===== src/rtl/fifo_ram_dma.sv =====
// fifo_ram_dma: drains a programmed number of FIFO words into consecutive RAM
// addresses starting at a programmed base. It shares the RAM write port with
// SPI-host writes, and host writes always win.
module fifo_ram_dma #(
   parameter int unsigned ADDR_W = 8,
   parameter int unsigned DATA_W = 16
) (
   input  logic              clk,
   input  logic              rst_n,
   input  logic              en,
   input  logic              cfg_start,
   input  logic [ADDR_W-1:0] cfg_base,
   input  logic [ADDR_W:0]   cfg_len,
   output logic              busy,
   output logic              done,
   output logic [ADDR_W:0]   xfer_cnt,
   output logic              fifo_rreq,
   input  logic [DATA_W-1:0] fifo_rdata,
   input  logic              fifo_rempty,
   input  logic              host_wreq,
   input  logic [ADDR_W-1:0] host_waddr,
   input  logic [DATA_W-1:0] host_wdata,
   output logic              ram_wreq,
   output logic [ADDR_W-1:0] ram_waddr,
   output logic [DATA_W-1:0] ram_wdata
);

   localparam int unsigned LEN_W = ADDR_W + 1;
   localparam logic [LEN_W-1:0] MAX_LEN = {1'b1, {ADDR_W{1'b0}}};

   localparam logic [1:0] S_IDLE  = 2'd0;
   localparam logic [1:0] S_RUN   = 2'd1;
   localparam logic [1:0] S_DRAIN = 2'd2;
   localparam logic [1:0] S_FIN   = 2'd3;

   logic [1:0]        state, state_nxt;
   logic              busy_nxt, done_nxt;
   logic [ADDR_W-1:0] base;
   logic [LEN_W-1:0]  len, len_sat, issued;
   logic              hold_vld, inflight;
   logic [DATA_W-1:0] hold_data;
   logic              dma_wr, hold_free, start_ok;

   assign len_sat  = (cfg_len > MAX_LEN) ? MAX_LEN : cfg_len;
   assign start_ok = en && cfg_start && (state == S_IDLE);

   // State, busy and done registers
   always_ff @(posedge clk or negedge rst_n) begin
      if (!rst_n) begin
         state <= S_IDLE;
         busy  <= 1'b0;
         done  <= 1'b0;
      end else begin
         state <= state_nxt;
         busy  <= busy_nxt;
         done  <= done_nxt;
      end
   end

   // Next state, RAM port arbitration and FIFO read issue
   always_comb begin
      state_nxt = state;
      fifo_rreq = 1'b0;
      ram_wreq  = 1'b0;
      ram_waddr = '0;
      ram_wdata = '0;
      dma_wr    = 1'b0;
      hold_free = 1'b0;
      if (en) begin
         if (host_wreq) begin
            ram_wreq  = 1'b1;
            ram_waddr = host_waddr;
            ram_wdata = host_wdata;
         end else if (hold_vld) begin
            dma_wr    = 1'b1;
            ram_wreq  = 1'b1;
            ram_waddr = base + xfer_cnt[ADDR_W-1:0];
            ram_wdata = hold_data;
         end
         // A hold slot draining this cycle can accept the next read, giving 2-cycle throughput
         hold_free = !hold_vld || dma_wr;
         case (state)
            S_IDLE: begin
               if (cfg_start) state_nxt = (cfg_len == '0) ? S_FIN : S_RUN;
            end
            S_RUN: begin
               if ((issued < len) && !fifo_rempty && hold_free && !inflight) fifo_rreq = 1'b1;
               if (issued == len) state_nxt = S_DRAIN;
            end
            S_DRAIN: begin
               if (hold_free && !inflight) state_nxt = S_FIN;
            end
            default: state_nxt = S_IDLE;
         endcase
      end else begin
         state_nxt = S_IDLE;
      end
      busy_nxt = (state_nxt == S_RUN) || (state_nxt == S_DRAIN);
      done_nxt = (state_nxt == S_FIN);
   end

   // Transfer parameters, counters and the one-entry hold register
   always_ff @(posedge clk or negedge rst_n) begin
      if (!rst_n) begin
         base      <= '0;
         len       <= '0;
         issued    <= '0;
         xfer_cnt  <= '0;
         inflight  <= 1'b0;
         hold_vld  <= 1'b0;
         hold_data <= '0;
      end else begin
         if (start_ok) begin
            base     <= cfg_base;
            len      <= len_sat;
            issued   <= '0;
            xfer_cnt <= '0;
         end else begin
            if (fifo_rreq) issued   <= issued + LEN_W'(1);
            if (dma_wr)    xfer_cnt <= xfer_cnt + LEN_W'(1);
         end
         inflight <= fifo_rreq;
         if (!en) begin
            hold_vld <= 1'b0;
         end else if (inflight) begin
            hold_vld  <= 1'b1;
            hold_data <= fifo_rdata;
         end else if (dma_wr) begin
            hold_vld <= 1'b0;
         end
      end
   end

endmodule


===== config.mk =====
export PLATFORM = sky130hd
export DESIGN_NAME = fifo_ram_dma
export DESIGN_NICKNAME = d
export VERILOG_FILES = /design/src/rtl/fifo_ram_dma.sv
export SDC_FILE = /design/constraint.sdc
export NUM_CORES = 1
export LEC_CHECK = 0
export CAP_MARGIN = 15
export CORE_MARGIN = 2
export CORE_UTILIZATION = 47
export DETAILED_ROUTE_END_ITERATION = 6
export PLACE_DENSITY = 0.79
export SYNTH_ARGS = -nofsm -noshare
export SYNTH_HDL_FRONTEND = slang
export SYNTH_SLANG_ARGS = --single-unit
export TNS_END_PERCENT = 10

===== constraint.sdc =====
create_clock -name clk -period 2.53 [get_ports clk]
set_clock_uncertainty 0.05 [all_clocks]
set_input_delay 0.506 -clock clk [delete_from_list [all_inputs] [get_ports clk]]
set_output_delay 0.506 -clock clk [all_outputs]
set_load 0.02 [all_outputs]

==> flow_summary.yaml, run 1 <==
critical_path:
  path_cells: "ha_2, fa_2, a21oi_2, o21ai_1, a21oi_1, xnor2_1, a22o_1, buf_6"
  r2r_slack_ns: 0.27
  crit_path_top_delay_cell: "dfrtp_1"
  worstReg2RegStart: "issued[8]"
  crit_buf_inv: 1
  critical_path.top_delay_family: "compound AO/OA/AOI/OAI gates"
  r2r_end: "issued[7]"
  r2r_cells: 7
  end_kind: "output port"
  worst-path-max-fanout: 2
  required_ns: 1.97
  worstSetupPathType: "reg -> out"
  cp_slowest_stage_delay_ns: 0.39
  critPathLaunchType: "flip-flop"
  cp.arrival_ns: 2.15
timing:
  finalHoldViolCount: 0
  max_freq_mhz: 369
  setup_violations: 4
  tightest_slew_ns: 0.418
  rsz0062_at_grt: "true"
  layout_min_cycle_time_ns: 2.71
  max-slew-margin-rel_pct: 72.2
  final.setup.worst_slack_ns: -0.177
  timing.final.max_slew_violations: 0
  fin_crit_sh_pct: 107
final_layout:
  final_cells: 545
  area.growth.synth_to_final_pct: 46.8
  layout.nets: 543
  drive_gt1_share_pct: 24.3
  n_fill_cell: 499
  final_design_area_no_fill_um2: 4680
  diodes: 0
  final_util_pct: 70.0
routing:
  drc: 0
  vias: 2962
  via_per_inst: 5.43
  finalWirelength_um: 8490
  drtIter0Drc: 108
  first_pass_iters: 4
  wl_per_cell_um: 15.6
  ant_nets: 0
power_and_ir_drop:
  p_sw_share_pct: 30.6
  combinationalPowerShare_pct: 27.2
  pwr-share-seq_pct: 44.9
  p_per_area_nw_per_um2: 565
  leakagePower_nw: 2.20
  power.switching_mw: 0.809
  ir_drop_mv: 0.336
  clockPowerShare_pct: 27.9
  p_int_mw: 1.83
yosys:
  netlist_instances: 322
  synth-edff-count: 0
  synth_top_area_share_pct: 44.8
  ys_seq_elements: 57
  netlist_area_um2: 3190
  yosysWarnings: 0
  synthArstFlopShare_pct: 100
  synth.most_common_cell: "dfrtp_1"
  netlist_top_cells_count: "dfrtp_1, nand2_1, a22o_1, nor2_1, ha_1"
  seq_area_frac_synth_pct: 44.8
  ys_top_cells_by_area: "dfrtp_1, ha_1, a22o_1, mux2_2, nand2_1"
  synth_area_per_cell_um2: 9.90
  synth_fp_nets: 405
  ys_types: 47
  synth_top_cell_by_area: "dfrtp_1"
  synth_ff_type: "dfrtp_1"
global_routing:
  antenna_found_initial: 0
  grt_overflow: 0
  grt_pass1_vias: 2912
  grt_max_degree: 58
  grt_pass1_wl_um: 13700
  groute.usage.overall_pct: 23.9
flow_run:
  max-cap-violations: 0
clock_tree:
  clkTransAtPathRegs_ns: 0.07
  cts_tree: "yes"
  numCtsBuffers: 9
  cts_sinks: 57
  htreeDepth: 3
  root_buffer: "clkbuf_8"
  postCtsHoldBufs: 0
  clock_latency_ns: 0.35
  clockBufferDepth: 2
place:
  placed_cell_area_um2: 4530
  routabilityCongestion: 0.854
  io_buffer_count: 99
  dp_cells: 525
  hpwl_um: 6290
floorplan:
  coreArea_um2: 6680
  start_util_pct: 47.7
  ios: 100
  die_w_um: 86.3
  core.rowCount: 30
  die_y_um: 86.3
  die-area_um2: 7460
run_status:
  violations: "negative setup slack"
  status: "finished, violations left"
min_path:
  hold_class: "in -> async"
==> what timing repair did <==
item                                    CTS  global route
gates resized for setup                  62            42
pin swaps                                 9             6
buffers inserted                          2             2
endpoints found under the setup margin   25            26
==> layer usage <==
metal | up-vias | global-route usage, % | routed length (um)
met3 | 11 | 7.24 | 482
met4 | 0 | 7.67 | 160
li1 | 1431 | - | -
met2 | 84 | 38.9 | 4050
met5 | - | 0 | 0
met1 | 1436 | 30.5 | 3790
==> registers in the layout, summed over array words and instances (netlist names) <==
| name | flops |
|---|---|
| xfer_cnt | 9 |
| hold_vld | 1 |
| issued | 9 |
| inflight | 1 |
| len | 9 |
| busy | 1 |
| base | 8 |
| hold_data | 16 |
| done | 1 |
| state | 2 |
==> logic make-up after synthesis <==
| family | Yosys count | synth area share (%) |
|---|---|---|
| simple gates | 114 | 17.9 |
| compound gates | 71 | 15.7 |
| flops | 57 | 44.8 |
| buf+inv | 28 | 3.38 |
| fa+ha+maj | 20 | 8.09 |
| mux | 19 | 6.60 |
| xor+xnor | 13 | 3.57 |
==> placed cells by master (no fill, tap or decap), drive strengths merged, types with 14 or more instances in the layout <==
cell type       n
a22o           23
buf            50
clkbuf         27
clkdlybuf4s50  72
dfrtp          57
ha             19
inv            14
mux2           16
nand2          47
nor2           22
o21ai          20
==> power groups by stage <==
stage	logic [mW]	registers, mW	clock network, mW
after floorplan	0.375	1.18	0
after global placement	0.668	1.19	0
after detailed placement	0.695	1.20	0
after CTS	0.707	1.19	0.762
after global routing	0.794	1.20	0.807
final	0.719	1.19	0.738
==> worst reg2reg max path: stages, from the launching register on <==
cell,delay (ns)
dfrtp_1,0.40
ha_1,0.32
nand2_1,0.08
nand4_1,0.13
buf_4,0.20
or4_1,0.54
or4_1,0.40
nand2_1,0.08
==> worst max path at each step <==
stage           startpoint      endpoint  slack (ns)  cells past startpoint
6_report       xfer_cnt[0]  ram_waddr[6]       -0.18                      8
5_1_grt        xfer_cnt[0]  ram_waddr[6]       -0.29                      8
4_1_cts            base[0]  ram_waddr[6]       -0.23                      8
3_5_place_dp   xfer_cnt[1]  ram_waddr[7]       -0.45                      7
3_3_place_gp   xfer_cnt[1]  ram_waddr[7]       -0.34                      7
2_1_floorplan  xfer_cnt[0]  ram_waddr[6]        0.02                      7
==> area by class of cell <==
cell class | count | area, um2 | area share, %
multi-input cells | 237 | 1690 | 36.1
flip-flops and latches | 57 | 1430 | 30.5
repair buffers | 142 | 1250 | 26.6
clock buffers | 9 | 124 | 2.65
well taps | 80 | 100 | 2.14
inverters | 13 | 48.8 | 1.04
clock inverters | 7 | 46.3 | 0.989
==> metrics by stage <==
stage | TNS [ns] | hold WS [ns] | setup WS (ns) | total power [mW]
finish | -0.401 | 0.104 | -0.177 | 2.64
global route | -0.902 | 0.116 | -0.285 | 2.81
CTS | -0.547 | 0.102 | -0.225 | 2.66
detailed placement | -7.14 | 0.419 | -0.447 | 1.90
global placement | -6.16 | 0.414 | -0.340 | 1.86
floorplan | 0 | 0.160 | 0.0238 | 1.56
No activity file was read; power rests on OpenSTA's default activity.
==> run 2, diff against run 1 <==
--- a/config.mk
+++ b/config.mk
@@ -9,7 +9,9 @@
 export CORE_MARGIN = 2
 export CORE_UTILIZATION = 47
 export DETAILED_ROUTE_END_ITERATION = 6
-export PLACE_DENSITY = 0.79
+export HOLD_SLACK_MARGIN = 0.08
+export PLACE_DENSITY_LB_ADDON = 0.3
+export SLEW_MARGIN = 10
 export SYNTH_ARGS = -nofsm -noshare
 export SYNTH_HDL_FRONTEND = slang
 export SYNTH_SLANG_ARGS = --single-unit
==> flow_summary.yaml, run 2 (same netlist as run 1, synthesis figures left out) <==
final_layout:
  diodes: 0
  final_cells: 544
  layout_common_cells: "clkdlybuf4s50_1, dfrtp_1, nand2_1, buf_4, a22o_1"
  n_fill_cell: 466
  mostFrequentLayoutCell: "clkdlybuf4s50_1"
  drive_gt1_share_pct: 22.6
  top_register: "hold_data"
  final_design_area_no_fill_um2: 4750
  layout.nets: 542
  final_util_pct: 71.0
  area.growth.synth_to_final_pct: 48.9
  largest_reg_flops: 16
critical_path:
  r2r_cells: 7
  r2r_slack_ns: 0.24
  required_ns: 1.97
  crit_end: "ram_waddr[6]"
  critPathLaunchType: "flip-flop"
  cp.arrival_ns: 2.18
  worstSetupPathType: "reg -> out"
  startpoint: "xfer_cnt[0]"
  worst-path-max-fanout: 2
  worstReg2RegStart: "issued[8]"
  r2r_end: "issued[7]"
  end_kind: "output port"
clock_tree:
  clkTransAtPathRegs_ns: 0.07
  clock_latency_ns: 0.34
  root_buffer: "clkbuf_8"
  cts_sinks: 57
  clockBufferDepth: 2
  cts_tree: "yes"
  htreeDepth: 3
  numCtsBuffers: 9
power_and_ir_drop:
  clockPowerShare_pct: 33.9
  pwr-share-seq_pct: 41.6
  p_sw_share_pct: 29.2
  p_per_area_nw_per_um2: 605
  p_total_mw: 2.87
  power.switching_mw: 0.838
  ir_drop_mv: 0.278
  leakagePower_nw: 2.25
  p_int_mw: 2.03
  combinationalPowerShare_pct: 24.4
timing:
  setup_tns_ns: -0.588
  setup_violations: 5
  timing.final.max_slew_violations: 0
  rsz0062_at_grt: "true"
  tightest_slew_ns: 0.691
  final.setup.worst_slack_ns: -0.202
  fin_crit_sh_pct: 108
  finalHoldViolCount: 0
  layout_min_cycle_time_ns: 2.73
  max_freq_mhz: 366
  max-slew-margin-rel_pct: 54.0
floorplan:
  ios: 100
  die-area_um2: 7460
  coreArea_um2: 6680
  start_util_pct: 47.7
  core.rowCount: 30
  die_w_um: 86.3
  die_y_um: 86.3
routing:
  drtIter0Drc: 223
  ant_nets: 0
  first_pass_iters: 4
  finalWirelength_um: 8930
  vias: 2975
  wl_per_cell_um: 16.4
  via_per_inst: 5.47
  drc: 0
global_routing:
  grt_overflow: 0
  groute.usage.overall_pct: 24.0
  grt_pass1_wl_um: 14000
  grt_max_degree: 30
  antenna_found_initial: 0
  grt_pass1_vias: 2949
place:
  routabilityCongestion: 0.829
  dp_cells: 526
  hpwl_um: 6600
  placed_cell_area_um2: 4540
  io_buffer_count: 99
run_status:
  status: "finished, violations left"
  violations: "negative setup slack"
min_path:
  hold_class: "in -> async"
flow_run:
  max-cap-violations: 0
[run 2: cell types whose count changed in the layout (fill, tap and decap cells not counted), sizes merged]
cell,previous run,this run
dlygate4sd2,0,3
clkbuf,27,20
clkinvlp,3,0
buf,50,49
dlymetal6s2s,1,2
clkinv,3,4
bufinv,0,2
clkdlybuf4s15,1,5
clkdlybuf4s50,72,71
[run 2: metrics by stage]
stage	worst slack (ns)	hold slack, ns
after CTS	-0.205	0.159
after detailed placement	-0.433	0.417
after global placement	-0.344	0.413
final	-0.202	0.158
after global routing	-0.293	0.212
after floorplan	0.0238	0.160
[run 2: layout make-up]
| class | instances | area (um2) | area share [%] |
|---|---|---|---|
| clock inverter | 7 | 104 | 2.19 |
| multi-input combinational | 237 | 1690 | 35.6 |
| tap | 80 | 100 | 2.11 |
| timing repair buffer | 141 | 1250 | 26.4 |
| sequential | 57 | 1430 | 30.1 |
| inverter | 13 | 48.8 | 1.03 |
| clock buffer | 9 | 124 | 2.61 |
[run 2: how the worst min path moves through the flow]
stage	startpoint	to	slack (ns)	cells past startpoint
after floorplan	rst_n	base[0]	0.16	0
after global placement	base[0]	base[0]	0.41	2
after detailed placement	base[3]	base[3]	0.42	2
after CTS	rst_n	xfer_cnt[2]	0.16	1
after global routing	rst_n	base[0]	0.21	1
final	rst_n	xfer_cnt[2]	0.16	1
[run 2: power by group through the flow]
stage,Clock (mW),Sequential (mW),Combinational (mW)
3_5_place_dp,0,1.21,0.695
5_1_grt,1.03,1.21,0.768
4_1_cts,0.986,1.19,0.699
3_3_place_gp,0,1.19,0.665
2_1_floorplan,0,1.18,0.375
6_report,0.974,1.19,0.701
[run 2: what timing repair did]
action,CTS,global route
gates resized for setup,62,28
endpoints found under the setup margin,25,25
pin swaps,7,2
hold buffers,0,0
setup buffers,1,1
cloned,0,0
[run 2: metal layers]
metal	global-route usage, %	share of wire (%)
met2	40.3	48
met3	4.95	7.1
met5	0	0
met1	30.2	43
met4	9.80	1.9
[run 2: worst max-delay path, cell delays in order (launching register included)]
cell and delay [ns]:
dfrtp_1 0.40, ha_2 0.22, fa_2 0.39, a21oi_2 0.15
o21ai_1 0.08, a21oi_1 0.16, xnor2_1 0.10, a22o_1 0.21
buf_6 0.13
==> run 3, diff against run 2 <==
--- a/config.mk
+++ b/config.mk
@@ -6,7 +6,7 @@
 export NUM_CORES = 1
 export LEC_CHECK = 0
 export CAP_MARGIN = 15
-export CORE_MARGIN = 2
+export CORE_MARGIN = 3
 export CORE_UTILIZATION = 47
 export DETAILED_ROUTE_END_ITERATION = 6
 export HOLD_SLACK_MARGIN = 0.08
==> flow_summary.yaml, run 3 (same netlist as run 1, synthesis figures left out) <==
run_status:
  status: "finished, violations left"
  violations: "negative setup slack"
clock_tree:
  postCtsHoldBufs: 0
  clockBufferDepth: 2
  root_buffer: "clkbuf_8"
  cts_sinks: 57
  clock_latency_ns: 0.34
  htreeDepth: 3
  clkTransAtPathRegs_ns: 0.07
  cts_tree: "yes"
  numCtsBuffers: 9
routing:
  drtIter0Drc: 92
  via_per_inst: 5.55
  vias: 2986
  first_pass_iters: 4
  drc: 0
  wl_per_cell_um: 16.5
  finalWirelength_um: 8870
  ant_nets: 0
global_routing:
  grt_overflow: 0
  met2_usage_pct: 39.2
  grt_max_degree: 32
  groute.usage.overall_pct: 23.1
  antenna_found_initial: 0
  top_usage_layer: "met2"
  grt_pass1_vias: 3053
  met3_usage_pct: 3.91
  grt_pass1_wl_um: 14100
  use_met1_pct: 29.0
floorplan:
  die-area_um2: 7800
  die_y_um: 88.3
  die_w_um: 88.3
  start_util_pct: 49.3
  coreArea_um2: 6460
  ios: 100
  core.rowCount: 29
final_layout:
  top_register: "hold_data"
  diodes: 0
  layout_common_cells: "clkdlybuf4s50_1, dfrtp_1, nand2_1, buf_4, a22o_1"
  area.growth.synth_to_final_pct: 50.3
  final_util_pct: 74.2
  n_fill_cell: 449
  largest_reg_flops: 16
  final_cells: 538
  mostFrequentLayoutCell: "clkdlybuf4s50_1"
  layout.nets: 539
  drive_gt1_share_pct: 21.5
  final_design_area_no_fill_um2: 4790
min_path:
  hold_class: "in -> async"
timing:
  finalHoldViolCount: 0
  final.setup.worst_slack_ns: -0.198
  setup_tns_ns: -0.730
  tightest_slew_ns: 0.650
  rsz0062_at_grt: "true"
  layout_min_cycle_time_ns: 2.73
  timing.final.max_slew_violations: 0
  max-slew-margin-rel_pct: 56.7
  fin_crit_sh_pct: 108
  setup_violations: 5
  max_freq_mhz: 367
place:
  dp_cells: 518
  routabilityCongestion: 0.853
  io_buffer_count: 99
  hpwl_um: 6350
  placed_cell_area_um2: 4500
critical_path:
  critPathLaunchType: "flip-flop"
  worst-path-max-fanout: 2
  worstSetupPathType: "reg -> out"
  required_ns: 1.97
  end_kind: "output port"
  cp.arrival_ns: 2.17
power_and_ir_drop:
  p_per_area_nw_per_um2: 601
  ir_drop_mv: 0.326
  leakagePower_nw: 2.26
  p_total_mw: 2.88
flow_run:
  max-cap-violations: 0
[run 3: power by group]
part / switching [mW] / internal (mW) / leakage, nW
Combinational: 0.327 / 0.380 / 1.40
Clock: 0.376 / 0.604 / 0.115
Sequential: 0.102 / 1.09 / 0.744
[run 3: final timing paths]
check	slack, ns	to	cells past startpoint	from
max in group asynchronous	1.70	hold_data[6]	2	rst_n
min in group clk	0.44	base[6]	2	base[6]
max	-0.20	ram_waddr[6]	8	base[0]
max reg2reg	0.23	issued[7]	7	issued[8]
min reg2reg	0.44	base[6]	2	base[6]
min	0.14	issued[1]	1	rst_n
[run 3: what timing repair did]
item,4_1_cts,5_1_grt
pin swaps,8,5
gates resized for setup,65,11
setup buffers,2,2
setup endpoints to repair,26,25
gates cloned,0,0
[run 3: critical path: stages (launching register included)]
cell,delay [ns]
dfrtp_1,0.38
ha_2,0.20
fa_2,0.39
a21oi_2,0.14
o21ai_1,0.08
a21oi_1,0.19
xnor2_1,0.10
a22o_1,0.21
buf_6,0.13
[run 3: metal layers]
| metal | vias to the layer above | wire (um) |
|---|---|---|
| met4 | 0 | 179 |
| li1 | 1426 | - |
| met2 | 112 | 4290 |
| met1 | 1432 | 3800 |
| met3 | 16 | 595 |
| met5 | - | 0 |
[run 3: cell type report]
cell class / instances / area (um2) / share of cell area, %
sequential: 57 / 1430 / 29.8
tap: 77 / 96.3 / 2.01
timing repair buffer: 138 / 1260 / 26.3
multi-input combinational: 237 / 1730 / 36.1
clock inverter: 5 / 77.6 / 1.62
clock buffer: 11 / 151 / 3.16
inverter: 13 / 48.8 / 1.02
[run 3: through the flow]
stage          setup slack, ns  hold WS [ns]
5_1_grt                 -0.326         0.177
2_1_floorplan           0.0238         0.160
6_report                -0.198         0.136
3_5_place_dp            -0.437         0.421
4_1_cts                 -0.222         0.144
3_3_place_gp            -0.356         0.415
